--- config.mk ---
export PLATFORM = sky130hd
export DESIGN_NAME = param_rdcache
export DESIGN_NICKNAME = d
export VERILOG_FILES = /design/src/rtl/param_rdcache.sv
export SDC_FILE = /design/constraint.sdc
export NUM_CORES = 2
export LEC_CHECK = 0
export BUFFER_PORTS_ARGS = -buffer_cell sky130_fd_sc_hd__buf_2
export CORE_MARGIN = 1.5
export CORE_UTILIZATION = 55
export DETAILED_ROUTE_END_ITERATION = 7
export PLACE_DENSITY = 0.71
export REMOVE_ABC_BUFFERS = 1
export SLEW_MARGIN = 10
export SYNTH_ARGS = -nofsm -noshare
export SYNTH_HDL_FRONTEND = slang
export SYNTH_SLANG_ARGS = --single-unit
--- constraint.sdc ---
create_clock -name aclk -period 11.9 [get_ports aclk]
set_clock_uncertainty 0.1 [all_clocks]
set_input_delay 0.595 -clock aclk [delete_from_list [all_inputs] [get_ports aclk]]
set_output_delay 0.595 -clock aclk [all_outputs]
set_load 0.02 [all_outputs]
--- src/rtl/param_rdcache.sv ---
// param_rdcache: direct-mapped read-only cache for 32-bit parameter words.
// Requests are base + byte offset; hits return a registered word one edge
// after acceptance. Misses fill a whole 128-byte line (16 x 64-bit beats)
// through a fixed-length burst read port. There is no write path.
module param_rdcache #(
  parameter int NLINE = 4,
  parameter int BLEN  = 16
) (
  input  logic        aclk,
  input  logic        arst_n,
  input  logic        clr,
  input  logic [31:0] base,
  input  logic [31:0] adr,
  input  logic        re,
  output logic        rdy,
  output logic [31:0] dr,
  output logic        rreq,
  input  logic        rack,
  output logic [31:0] radr,
  output logic [7:0]  rlen,
  input  logic [63:0] rdata
);

  localparam int IW = $clog2(NLINE);
  localparam int TW = 25 - IW;
  localparam logic [3:0] LAST_BEAT = 4'(BLEN - 1);

  typedef enum logic {IDLE = 1'b0, FILL = 1'b1} state_t;

  state_t          state_r;
  state_t          state_nxt_s;
  logic [31:0]     ea_s;
  logic [IW-1:0]   idx_s;
  logic [TW-1:0]   tag_s;
  logic [3:0]      beat_s;
  logic            half_s;
  logic            hit_s;
  logic            miss_s;
  logic            accept_s;
  logic            last_s;
  logic [63:0]     rd_beat_s;
  logic [31:0]     rd_word_s;
  logic            unused_ok_s;

  logic [63:0]     data_r [NLINE*16];
  logic [TW-1:0]   tag_r  [NLINE];
  logic [NLINE-1:0] valid_r;
  logic [IW-1:0]   fill_idx_r;
  logic [TW-1:0]   fill_tag_r;
  logic            keep_r;
  logic [3:0]      cnt_r;
  logic [31:0]     radr_r;
  logic            rreq_r;
  logic [31:0]     dr_r;

  // Address decode and hit detection against the current (pre-clear) state.
  assign ea_s        = base + adr;
  assign idx_s       = ea_s[6+IW:7];
  assign tag_s       = ea_s[31:7+IW];
  assign beat_s      = ea_s[6:3];
  assign half_s      = ea_s[2];
  assign unused_ok_s = &{1'b0, ea_s[1:0]};
  assign hit_s       = valid_r[idx_s] && (tag_r[idx_s] == tag_s);
  assign miss_s      = (state_r == IDLE) && re && !hit_s;
  assign accept_s    = (state_r == IDLE) && re && hit_s;
  assign last_s      = (state_r == FILL) && rack && (cnt_r == LAST_BEAT);
  assign rd_beat_s   = data_r[{idx_s, beat_s}];
  assign rd_word_s   = half_s ? rd_beat_s[63:32] : rd_beat_s[31:0];

  assign rdy  = (state_r == IDLE) && !(re && !hit_s);
  assign dr   = dr_r;
  assign rreq = rreq_r;
  assign radr = radr_r;
  assign rlen = 8'(BLEN - 1);

  // Next-state logic: leave Idle on a miss, return after the final beat.
  always_comb begin
    state_nxt_s = state_r;
    case (state_r)
      IDLE: begin
        if (miss_s) state_nxt_s = FILL;
        else        state_nxt_s = IDLE;
      end
      FILL: begin
        if (last_s) state_nxt_s = IDLE;
        else        state_nxt_s = FILL;
      end
      default: state_nxt_s = IDLE;
    endcase
  end

  // State register.
  always_ff @(posedge aclk or negedge arst_n) begin
    if (!arst_n) state_r <= IDLE;
    else         state_r <= state_nxt_s;
  end

  // Fill bookkeeping: burst request, beat counter, target line and keep flag.
  always_ff @(posedge aclk or negedge arst_n) begin
    if (!arst_n) begin
      rreq_r     <= 1'b0;
      radr_r     <= 32'h0000_0000;
      cnt_r      <= 4'd0;
      keep_r     <= 1'b0;
      fill_idx_r <= {IW{1'b0}};
      fill_tag_r <= {TW{1'b0}};
    end else if (miss_s) begin
      rreq_r     <= 1'b1;
      radr_r     <= {ea_s[31:7], 7'h00};
      cnt_r      <= 4'd0;
      keep_r     <= 1'b1;
      fill_idx_r <= idx_s;
      fill_tag_r <= tag_s;
    end else if (state_r == FILL) begin
      if (rack) cnt_r <= cnt_r + 4'd1;
      if (last_s) rreq_r <= 1'b0;
      // A clear during the burst means the incoming line may be stale.
      if (clr) keep_r <= 1'b0;
    end
  end

  // Tag and valid arrays; a clear always wins over validating a finished fill.
  always_ff @(posedge aclk or negedge arst_n) begin
    if (!arst_n) begin
      valid_r <= {NLINE{1'b0}};
      for (int i = 0; i < NLINE; i++) tag_r[i] <= {TW{1'b0}};
    end else begin
      if (last_s) tag_r[fill_idx_r] <= fill_tag_r;
      if (clr) valid_r <= {NLINE{1'b0}};
      else if (last_s && keep_r) valid_r[fill_idx_r] <= 1'b1;
    end
  end

  // Line data storage written one beat per rack during a fill.
  always_ff @(posedge aclk) begin
    if ((state_r == FILL) && rack) data_r[{fill_idx_r, cnt_r}] <= rdata;
  end

  // Registered read data; holds when no access is accepted.
  always_ff @(posedge aclk or negedge arst_n) begin
    if (!arst_n)       dr_r <= 32'h0000_0000;
    else if (accept_s) dr_r <= rd_word_s;
  end

endmodule

==> flow_summary.toml <==
[power_and_ir_drop]
p_sw_uw = 9360
p_leak_uw = 0.0603
powerDensity_nw_per_um2 = 195
p_comb_share_pct = 16.2
netSwitchingFraction_pct = 25.9
vdd_drop_max_mv = 0.163
p_total_uw = 36100
sequentialPowerShare_pct = 47.9
p_clk_share_pct = 35.9
p_int_uw = 26800

[die]
die_w_um = 551
core_area_um2 = 299000
die_y_um = 551
io_pins = 207
start_util_pct = 55.2
num_rows = 201
dieArea_um2 = 304000

[route]
first_pass_iters = 6
finalWirelength_um = 466000
wl_per_cell_um = 36.6
drt_iter0_drc = 13524
drcViolationCount = 0
final_antenna_net_count = 0
drt-vias-per-instance = 6.85
vias = 87280

[clocking]
cts_tree = "built"
htree_levels = 5
cts-buffers-inserted = 416
clk_path_buf_depth = 4
post_cts_buffers = 0
cts-root-buf = "clkbuf_16"
clkLatencyLatePin_ps = 930
cts_sinks = 4256
clk_pin_slew_ps = 60
ctsHoldBuffers = 4
cts_resized = 0

[setup_path]
required_ps = 11210
timing.rr.start = "state_r$_DFF_PN0_"
critical_path.startpoint = "base[2]"
slowest_delay_ps = 580
cpMaxStageDelayCell = "mux4_2"
worst-setup-path-type = "in2out"
crit_arrival_ps = 4930
r2r_end = "data_r[38][0]$_DFFE_PP_"
cp-start-kind = "input pin"
reg2reg_depth = 6
crit_end = "rdy"
crit_buf_inv = 3
critical_path_depth = 14
rrSetupSlack_ps = 6880
path_delay_family = "compound AO/OA/AOI/OAI gates"
path_cells = "buf_2 > ha_1 > a21oi_1 > nand2_1 > a21oi_4 > xor2_4 > buf_4 > mux4_2 > xnor3_1 > nand4_1 > nor4_2 > nand4b_1 > a21oi_1 > buf_2"
worstPathMaxFanout = 26
cp-end-kind = "output pin"

[place]
dpl.hpwl_um = 228000
io_buffers = 191
routabilityCongestion = 0.826
dp_cells = 11959

[sta]
hold_slack_ps = 152
tightestPinTransition_ps = 1340
finalCriticalPeriod_ps = 5630
slew_violations = 0
setup_violations = 0
rsz0062_at_grt = "false"
setup-tns-final_ps = 0
fmax_mhz = 178
maxSlewHeadroom_pct = 10.5
hold_viol_final = 0
timing.final.crit_share_pct = 47.3

[global_routing]
grt_pass1_wl_um = 652000
grt-ovfl-total = 0
use_met2_pct = 47.4
track_usage_pct = 30.8
use_met1_pct = 43.0
grt_pass1_vias = 86268
grt-busiest-layer = "met2"
antenna_found_initial = 45
use_met3_pct = 8.22
grt_max_degree = 147

[outcome]
outcome = "finished clean"

[logic_synthesis]
synth_cells = 8059
synthTopCellsByArea = "edfxtp_1 74%, mux4_2 14%, nand2_1 2.4%, dfrtp_1 2.4%, a31oi_1 0.88%"
ys_types = 69
synth_edf_count = 4096
synth.top_cell.area_share_pct = 74.4
yosys.area.top_type = "edfxtp_1"
synth-seq-cells = 4256
ys_warn_count = 0
async_flop_share_pct = 3.76
synth.most_common_cell = "edfxtp_1"
synth_seq_area_share_pct = 76.8
ys_dominant_reg_cell = "edfxtp_1"
synth_area_per_cell_um2 = 20.5
synth.cell_area_um2 = 165000
synth_commonest_cells = "4,096 x edfxtp_1, 1,075 x nand2_1, 1,053 x mux4_2, 287 x clkbuf_1"

[min_path]
hp-class = "in2reg"
hold_start = "adr[30]"

[finish]
finalNetCount = 8588
drive_above_1_share_pct = 25.5
fin_cells = 12747
area_growth_pct = 12.0

[job]
drv_cap = 0
-- placed cells by master, fill, tap and decap left out, drive strengths merged, types with 27 or more instances in the layout --
cell,count
a22oi,115
bufinv,39
buf,400
inv,27
nand2,1075
nor2,98
mux4,1053
a31oi,234
edfxtp,4096
and3,233
mux2,124
dfrtp,160
xnor2,29
a21oi,46
ha,31
clkbuf,527
clkinv,160
nand4,35
nand3,75
-- power groups by stage --
stage               logic [uW]  registers [uW]  clock network [uW]
floorplan                 8890           17600                   0
global placement          5720           17500                   0
detailed placement        5770           17600                   0
CTS                       5810           17300               13100
global route              6170           17300               13600
finish                    5850           17300               13000
-- layout make-up --
| cell class | instances | area, um^2 |
|---|---|---|
| fill | 20063 | 114000 |
| antenna | 26 | 65.1 |
| clock inverter | 231 | 2230 |
| timing repair buffer | 405 | 2880 |
| clock buffer | 526 | 11100 |
| multi-input combinational | 3332 | 36900 |
| sequential | 4256 | 127000 |
| tap | 3958 | 4950 |
| inverter | 13 | 48.8 |
-- per-stage QoR --
step	util, %	cell area (um^2)	setup slack [ps]
6_report	61.9	185000	6270
5_1_grt	61.8	185000	6120
4_1_cts	61.8	185000	6320
3_5_place_dp	57.4	172000	5710
3_3_place_gp	57.4	172000	5790
2_1_floorplan	-	163000	-43850
-- worst register-to-register path, cell delays in order, from the launching register on --
cell and delay, ps:
dfrtp_1 580, nand2_1 170, nor2_1 380, nand3_1 670, nor2_4 1210, buf_4 670
buf_4 780
-- kinds of logic after synthesis --
group | synth area share [%]
flops | 76.8
simple gates | 4.11
mux | 15.3
buf+inv | 1.27
compound gates | 1.93
xor+xnor | 0.347
fa+ha+maj | 0.235
other cells | 0.00454
-- state kept, by name, indices dropped and copies added (netlist names) --
name,flops
valid_r,4
fill_tag_r,23
cnt_r,4
keep_r,1
state_r,1
tag_r,92
rreq,1
radr,1
fill_idx_r,1
data_r,4096
dr,32
-- worst min-delay path by stage --
| stage | end | cells after the start |
|---|---|---|
| 3_3_place_gp | tag_r[24]$_DFFE_PN0P_ | 2 |
| 6_report | fill_tag_r[21]$_DFFE_PN0P_ | 4 |
| 2_1_floorplan | cnt_r[0]$_DFFE_PN0P_ | 0 |
| 4_1_cts | fill_tag_r[21]$_DFFE_PN0P_ | 4 |
| 5_1_grt | fill_tag_r[21]$_DFFE_PN0P_ | 4 |
| 3_5_place_dp | tag_r[42]$_DFFE_PN0P_ | 2 |
-- layer usage --
layer  wire (um)  part of all wire (%)  up-vias
met1      166000                    36    46055
li1            -                     -    33768
met3       64900                    14     1061
met4       18500                   4.0       34
met2      217000                    46     6362
met5         200                 0.043        -
Note: power is estimated with default switching activity, not from simulation.
